--- src/rtl/bus_arbiter_pkg.sv ---
// Shared types and constants for the two-master word-bus arbiter.
package bus_arbiter_pkg;

   localparam int unsigned ADDR_W = 30;
   localparam int unsigned DATA_W = 32;
   localparam int unsigned STRB_W = 4;
   localparam int unsigned HOLD_W = 8;

   typedef enum logic [1:0] {
      IDLE = 2'd0,
      OWN0 = 2'd1,
      OWN1 = 2'd2
   } t_arb_state;

   typedef logic [1:0] t_owner;

   localparam t_owner OWNER_NONE = 2'b00;
   localparam t_owner OWNER_M0   = 2'b01;
   localparam t_owner OWNER_M1   = 2'b10;

   // Debug owner code for an arbiter state.
   function automatic t_owner owner_of(input t_arb_state s);
      case (s)
         OWN0:    return OWNER_M0;
         OWN1:    return OWNER_M1;
         default: return OWNER_NONE;
      endcase
   endfunction

endpackage

--- src/rtl/bus_arbiter.sv ---
// Round-robin arbiter sharing one word bus between the core (M0) and a DMA/video master (M1),
// with per-master lock, bounded tenure and owner-only handshake return.
module bus_arbiter
   import bus_arbiter_pkg::*;
#(
   parameter int unsigned MAX_HOLD = 8
) (
   input  logic              clock,
   input  logic              reset,
   input  logic              m0_req,
   input  logic              m1_req,
   input  logic              m0_lock,
   input  logic              m1_lock,
   input  logic [ADDR_W-1:0] m0_address,
   input  logic [ADDR_W-1:0] m1_address,
   input  logic [DATA_W-1:0] m0_data_out,
   input  logic [DATA_W-1:0] m1_data_out,
   input  logic [STRB_W-1:0] m0_data_strobes,
   input  logic [STRB_W-1:0] m1_data_strobes,
   input  logic              m0_read,
   input  logic              m1_read,
   input  logic              m0_write,
   input  logic              m1_write,
   output logic              m0_grant,
   output logic              m1_grant,
   output logic              m0_ack,
   output logic              m1_ack,
   output logic              m0_bus_error,
   output logic              m1_bus_error,
   output logic [DATA_W-1:0] m0_data_in,
   output logic [DATA_W-1:0] m1_data_in,
   output logic [ADDR_W-1:0] bus_address,
   output logic [DATA_W-1:0] bus_data_out,
   output logic [STRB_W-1:0] bus_data_strobes,
   output logic              bus_read,
   output logic              bus_write,
   input  logic [DATA_W-1:0] bus_data_in,
   input  logic              bus_ready,
   input  logic              bus_error,
   output logic [1:0]        owner
);

   localparam logic [HOLD_W-1:0] HOLD_MAX  = HOLD_W'(MAX_HOLD);
   localparam logic [HOLD_W-1:0] HOLD_LAST = HOLD_W'(MAX_HOLD - 1);

   t_arb_state        state;
   t_arb_state        state_nxt;
   t_arb_state        other_state;
   t_owner            last_owner;
   logic [HOLD_W-1:0] hold_cnt;

   logic own_req;
   logic oth_req;
   logic own_lock;
   logic own_busy;
   logic xfer_done;
   logic pending;
   logic handover;
   logic hold_inc;

   // Present owner's view of the request/lock/cycle inputs.
   always_comb begin
      own_req     = 1'b0;
      oth_req     = 1'b0;
      own_lock    = 1'b0;
      own_busy    = 1'b0;
      other_state = IDLE;
      case (state)
         OWN0: begin
            own_req     = m0_req;
            oth_req     = m1_req;
            own_lock    = m0_lock;
            own_busy    = m0_read | m0_write;
            other_state = OWN1;
         end
         OWN1: begin
            own_req     = m1_req;
            oth_req     = m0_req;
            own_lock    = m1_lock;
            own_busy    = m1_read | m1_write;
            other_state = OWN0;
         end
         default: ;
      endcase
   end

   assign xfer_done = own_busy & bus_ready;
   assign pending   = own_busy & ~bus_ready;
   // Locked owners yield only once their tenure reaches MAX_HOLD completed transfers.
   assign handover  = xfer_done & oth_req & (~own_lock | (hold_cnt >= HOLD_LAST));
   assign hold_inc  = xfer_done & oth_req & (hold_cnt < HOLD_MAX);

   always_comb begin
      state_nxt = state;
      case (state)
         IDLE: begin
            if (m0_req && m1_req) begin
               state_nxt = (last_owner == OWNER_M0) ? OWN1 : OWN0;
            end else if (m0_req) begin
               state_nxt = OWN0;
            end else if (m1_req) begin
               state_nxt = OWN1;
            end
         end
         OWN0, OWN1: begin
            if (pending) begin
               state_nxt = state;
            end else if (!own_req) begin
               state_nxt = oth_req ? other_state : IDLE;
            end else if (handover) begin
               state_nxt = other_state;
            end
         end
         default: state_nxt = IDLE;
      endcase
   end

   always_ff @(posedge clock or negedge reset) begin
      if (!reset) begin
         state      <= IDLE;
         last_owner <= OWNER_M1;
         hold_cnt   <= '0;
         m0_grant   <= 1'b0;
         m1_grant   <= 1'b0;
         owner      <= OWNER_NONE;
      end else begin
         state    <= state_nxt;
         m0_grant <= (state_nxt == OWN0);
         m1_grant <= (state_nxt == OWN1);
         owner    <= owner_of(state_nxt);
         if ((state_nxt != state) && (state_nxt != IDLE)) begin
            hold_cnt   <= '0;
            last_owner <= owner_of(state_nxt);
         end else if (hold_inc) begin
            hold_cnt <= hold_cnt + HOLD_W'(1);
         end
      end
   end

   // Bus and handshake mux: only the owner drives the fabric and sees completions.
   always_comb begin
      bus_address      = '0;
      bus_data_out     = '0;
      bus_data_strobes = '0;
      bus_read         = 1'b0;
      bus_write        = 1'b0;
      m0_ack           = 1'b0;
      m1_ack           = 1'b0;
      m0_bus_error     = 1'b0;
      m1_bus_error     = 1'b0;
      m0_data_in       = '0;
      m1_data_in       = '0;
      case (state)
         OWN0: begin
            bus_address      = m0_address;
            bus_data_out     = m0_data_out;
            bus_data_strobes = m0_data_strobes;
            bus_read         = m0_read;
            bus_write        = m0_write;
            m0_ack           = xfer_done;
            m0_bus_error     = xfer_done & bus_error;
            m0_data_in       = xfer_done ? bus_data_in : '0;
         end
         OWN1: begin
            bus_address      = m1_address;
            bus_data_out     = m1_data_out;
            bus_data_strobes = m1_data_strobes;
            bus_read         = m1_read;
            bus_write        = m1_write;
            m1_ack           = xfer_done;
            m1_bus_error     = xfer_done & bus_error;
            m1_data_in       = xfer_done ? bus_data_in : '0;
         end
         default: ;
      endcase
   end

endmodule

--- config.mk ---
export PLATFORM = sky130hd
export DESIGN_NAME = bus_arbiter
export DESIGN_NICKNAME = d
export VERILOG_FILES = /design/src/rtl/bus_arbiter_pkg.sv /design/src/rtl/bus_arbiter.sv
export SDC_FILE = /design/constraint.sdc
export NUM_CORES = 1
export LEC_CHECK = 0
export ABC_AREA = 1
export CAP_MARGIN = 10
export CORE_AREA = 2 2 123 125
export DETAILED_ROUTE_END_ITERATION = 8
export DIE_AREA = 0 0 125 127
export PLACE_DENSITY = 0.68
export SYNTH_ARGS = -nofsm -noshare
export SYNTH_HDL_FRONTEND = slang
export SYNTH_SLANG_ARGS = --single-unit
export TNS_END_PERCENT = 100
--- constraint.sdc ---
create_clock -name clock -period 2.35 [get_ports clock]
set_input_delay 0.5875 -clock clock [delete_from_list [all_inputs] [get_ports clock]]
set_output_delay 0.5875 -clock clock [all_outputs]
set_load 0.01 [all_outputs]
=== Yosys cells after proc, flatten, opt, wreduce, memory -nomap -nowiden ===
Cells that the tools add are included.

* Equality and inequality tests: 6
* Bitwise gates (word level): 11
* Mux-type cells: 29
* Reduce and logical (&&, ||, !) cells: 6
* $lt $le $gt $ge: 2
* Add/sub/neg operators: 1

{| class="wikitable"
|+ Operator list
! kind !! number
|-
| $mux W32 || 3
|-
| $pmux W32 S2 || 1
|-
| $pmux W30 S2 || 1
|-
| $mux W2 || 8
|-
| $mux W8 || 2
|-
| $pmux W1 S2 || 6
|-
| $pmux W2 S2 || 3
|-
| $add A8 B1 Y8 const B || 1
|-
| $ge A8 B3 Y1 const B || 1
|-
| $lt A8 B4 Y1 const B || 1
|-
| $pmux W4 S2 || 1
|-
| $and A1 B1 Y1 || 6
|-
| $eq A2 B1 Y1 const B || 3
|-
| $eq A2 B2 Y1 const B || 2
|-
| $mux W1 || 4
|-
| $reduce_bool A2 Y1 || 2
|-
| $or A1 B1 Y1 || 3
|-
| $logic_and A1 B1 Y1 || 2
|-
| $logic_not A2 Y1 || 1
|-
| $ne A2 B2 Y1 || 1
|-
| $not A1 Y1 || 2
|-
| $reduce_or A2 Y1 || 1
|}

* Register bits after elaboration: 16

=== Logic depth before layout (Yosys ltp) ===
* Depth after elaboration: 12
* Depth in mapped cells: 17
* Gate-level depth less buffers: 16

=== Least setup slack after synthesis ===
Ideal clock, no wire load.

* Path type: register to output
* Start point: register state[1]
* End point: output port m1_data_in[10]
* Cell stages (with the launch flop): 11
* Setup slack: -23 ps
* Buffers on the path: 2
* Arrival: 1785 ps
* Cells stage by stage: dfrtp_1 > inv_1 > ha_1 > buf_4 > o21ai_1 > nand2_2 > nand3_1 > nor2_1 > inv_1 > buf_1 > nor2_1

* Longest elaborated chain between the ends: 5

{| class="wikitable"
|+ Ends and longest elaborated chain
! what !! RTL line !! RTL
|-
| start, declared || bus_arbiter.sv:46 || <nowiki>t_arb_state state;</nowiki>
|-
| start signal, assigned || bus_arbiter.sv:127 || <nowiki>state <= state_nxt;</nowiki>
|-
| $eq A2 B2 Y1 / $eq A2 B1 Y1 (equally long branches) || bus_arbiter.sv:68, bus_arbiter.sv:153 ||
|-
| $pmux W1 S2 || bus_arbiter.sv:68 || <nowiki>case (state)</nowiki>
|-
| $and A1 B1 Y1 || bus_arbiter.sv:87 || <nowiki>assign xfer_done = own_busy & bus_ready;</nowiki>
|-
| $mux W32 || bus_arbiter.sv:172 || <nowiki>m1_data_in = xfer_done ? bus_data_in : '0;</nowiki>
|-
| $mux W32 * || bus_arbiter.sv:153 || <nowiki>case (state)</nowiki>
|-
| end, declared || bus_arbiter.sv:31 || <nowiki>output logic [DATA_W-1:0] m1_data_in,</nowiki>
|}

Mark *: on every way between the ends. The rest lies on a longest branch, timed or not.

=== Worst setup path in the final report ===
* Start point: register state[0]
* End point: output port bus_address[13]

* Longest elaborated chain between the ends: 2

{| class="wikitable"
|+ Ends and longest elaborated chain
! what !! RTL line !! RTL
|-
| $eq A2 B2 Y1 / $eq A2 B1 Y1 (equally long branches) || bus_arbiter.sv:153 ||
|-
| $pmux W30 S2 * || bus_arbiter.sv:153 ||
|-
| end, declared || bus_arbiter.sv:32 || <nowiki>output logic [ADDR_W-1:0] bus_address,</nowiki>
|}

Marks and branches as above.

==> impl_results.md <==
- Failing checks: negative setup slack
- Routed wire length: 15.6 mm
- Nets: 973
- Clk Latency, worst-skew pair: roughly 240 ps
- Crit path buffers/inverters: 7
- Die area: 0.0159 mm2
- Max Fclk: 406 MHz
- Vias in the first global route: 3957
- Pre-Repair DR Iteration Count: 4
- First-pass GRT wire length: 21.5 mm
- Die width: 125 um
- Critical R2R Launch: state[0]$_DFF_PN0_
- CP Capture Type: primary output
- Iter 0 DRT Violations: roughly 120
- Layout cells sized above 1: between 30 and 40%
- # Max-Cap Violations: 0
- Initial Util: roughly 16%
- WP data required: 1760 ps
- Mapped Area: ~0.0022 mm2
- Cell area power density: 772 mW/mm2
- Clock tree sinks: 14
- Skew final: 0.773 ps
- Worst vdd ir: 0.000481 V
- Worst setup path startpoint: state[0]$_DFF_PN0_
- Largest net degree at the start of global routing: 44
- Gate Count Post-Synth: 443
- Ys async rst share: 100%
- Share of power burned in registers: 7.0%
- Seq/Total Area, Yosys: 15.7%
- Crit-path slowest cell: dfrtp_1
- Reg2Reg Setup Slack: -30 ps
- Number of synthesized flops with an enable pin: 0
- RSZ-0062 raised after global routing: true
- Clock Power Share: 7.8%
- H-tree depth: 1
- Synth-to-Final Area Change: 165%
- Fill cells: between 1500 and 2000
- Port Buffers: ~320
- Die height: around 130 um
- Setup crit end: bus_address[13]
- Post-route setup slack: -111 ps
- Root buf cell: clkbuf_16
- DRC: 0
- Worst r2r dst: hold_cnt[0]$_DFFE_PN0P_
- Via count: 4107
- Critical path, cell by cell: inv_2, buf_6, ha_4, buf_6, clkinv_8, buf_4, clkbuf_16, a21oi_1, buf_2
- Clock buffer count from CTS: 3
- Placed cell area: 0.00583 mm2
- Initial antenna violation count: 1
- Clock-pin slew on the worst setup and hold paths: 50 ps
- Core Area: 0.0144 mm2
- Dpl hpwl: 11.3 mm
- Min cycle time layout: 2460 ps
- Vias per cell: around 4.2
- CP Data Arrival Time: 1870 ps
- Final antenna-violating net count: 0
- Top Ports: 316
- Top cells by count, synth: nand2_1, nor2_1, a21oi_1, inv_1, clkbuf_1
- WL/cell: 16.0 um
- Status: complete, but fails checks
- Number of cells on the critical path: 9
- CTS Hold Buffers Added: 0
- P_sw: 0.00226 W
- Max-slew violations: 0
- Overall power: 0.00459 W
- CP Class: reg2out
- Leak: 2.88 nW
- Logic pwr share: 85.1%
- Total track usage: 17.0%
- Clock Path Buffers: 2
- HP Class: reg2reg
- Worst slew margin: 57.2%
- Cell Int Power: approximately 0.0023 W
- Gpl congestion: 0.784
- Post-synthesis net count: 625
- Largest area contributor in the netlist: nand2_1
- Startpoint types: flip-flop
- Largest cells by area after synthesis: nand2_1, a21oi_1, dfrtp_1
- Sw frac: between 40% and 50%
- Tightest Pin Transition: ~640 ps
- Crit path max-delay family: buffers and inverters
- Std cell rows: 44
- Ys Warns: 0
- Average size of a mapped cell: 5.06 um2
- CTS tree: yes
- R2R depth: 17
- GR Overflow Total: 0
- Final hold vios: 0
- Most used cell, CP: buf_6
- Post-synth top area share: 25.9%
- Fin crit share: 105%
- Most numerous cell in the Yosys netlist: nand2_1
- Main flop type after synthesis: dfrtp_1
- Final instance area: slightly below 0.006 mm2
- Number of synthesized register bits: 14
- Hold WS: ~480 ps
- Crit path max fanout: 6
- Final setup viols: 64
- Largest stage delay, worst path: 370 ps
- Synth cell types: 29
[worst min path at each step]
stage	startpoint	to	cells past startpoint
floorplan	reset	hold_cnt[0]$_DFFE_PN0P_	0
global route	last_owner[1]$_DFFE_PN1P_	last_owner[1]$_DFFE_PN1P_	2
detailed placement	last_owner[1]$_DFFE_PN1P_	last_owner[1]$_DFFE_PN1P_	2
CTS	last_owner[1]$_DFFE_PN1P_	last_owner[1]$_DFFE_PN1P_	2
global placement	last_owner[1]$_DFFE_PN1P_	last_owner[1]$_DFFE_PN1P_	2
finish	last_owner[1]$_DFFE_PN1P_	last_owner[1]$_DFFE_PN1P_	2
[sequential cells by signal, indices dropped and copies added, names as in the netlist]
register and flops:
hold_cnt 8, last_owner 2, m1_grant 1, owner 1, state 2
[per-stage QoR]
| step | setup TNS (ps) | setup slack [ps] | utilization (%) | instances |
|---|---|---|---|---|
| CTS | -969 | -113 | 38.6 | 958 |
| floorplan | -1370 | -22.8 | - | 443 |
| global route | -10470 | -186 | 41.2 | 975 |
| detailed placement | -65990 | -844 | 40.4 | 943 |
| global placement | -63540 | -797 | 40.4 | 943 |
| finish | -1900 | -111 | 41.2 | 975 |
[power groups by stage]
stage,registers [W],clock network [W],logic [W]
global placement,0.000327,0,0.00334
floorplan,0.000338,0,0.00149
detailed placement,0.000328,0,0.00332
CTS,0.000323,0.000363,0.00331
finish,0.000323,0.000360,0.00391
global route,0.000326,0.000378,0.00423
[worst reg2reg max path, stage by stage (launching register included)]
cell,delay (ps)
dfrtp_1,370
buf_4,140
ha_4,150
buf_6,150
buf_12,130
nand2_1,50
nand2_1,90
nand4_1,170
buf_4,190
o21ai_2,160
nand3b_1,130
nand3_2,110
nand2_2,70
nand2_1,60
nand2_1,60
nand2_2,90
nand2_4,110
nor2_2,100
[cell families after synthesis]
family,synth area share [%]
compound gates,19.3
xor+xnor,0.391
fa+ha+maj,3.35
buf+inv,14.4
flops,15.7
mux,0.446
simple gates,46.5
[repair_timing]
item | CTS | global route
gates resized for setup | 588 | 63
endpoints found under the setup margin | 147 | 136
gates cloned | 5 | 4
setup buffers | 6 | 13
pin swaps | 7 | 7
[routing by layer]
layer,GRT usage [%],wire [um],up-vias
met5,0,0,-
met4,3.86,278,0
met3,4.02,1270,17
met2,31.8,7800,218
met1,19.5,6260,1820
li1,-,-,2052
[cell usage in the layout, fill, tap and decap left out, drive strengths merged, types with 2 or more instances in the layout]
master         count
o211ai             2
buf              191
dlygate4sd2        4
dfrtp             13
a21oi             70
nand2            161
o21ai              5
inv               50
clkdlybuf4s15      2
nand4              2
clkbuf             7
clkdlybuf4s50    174
ha                 6
nor2              85
nand3b             2
nand3              7
[layout make-up]
cell class,count,area (um2),area share [%]
clock buffers,4,88.8,1.49
well taps,184,230,3.87
inverters,51,211,3.56
repair buffers,374,3190,53.7
multi-input cells,347,1870,31.4
diodes,1,2.50,0.0421
flip-flops and latches,14,352,5.91
No activity file was read; power rests on OpenSTA's default activity.
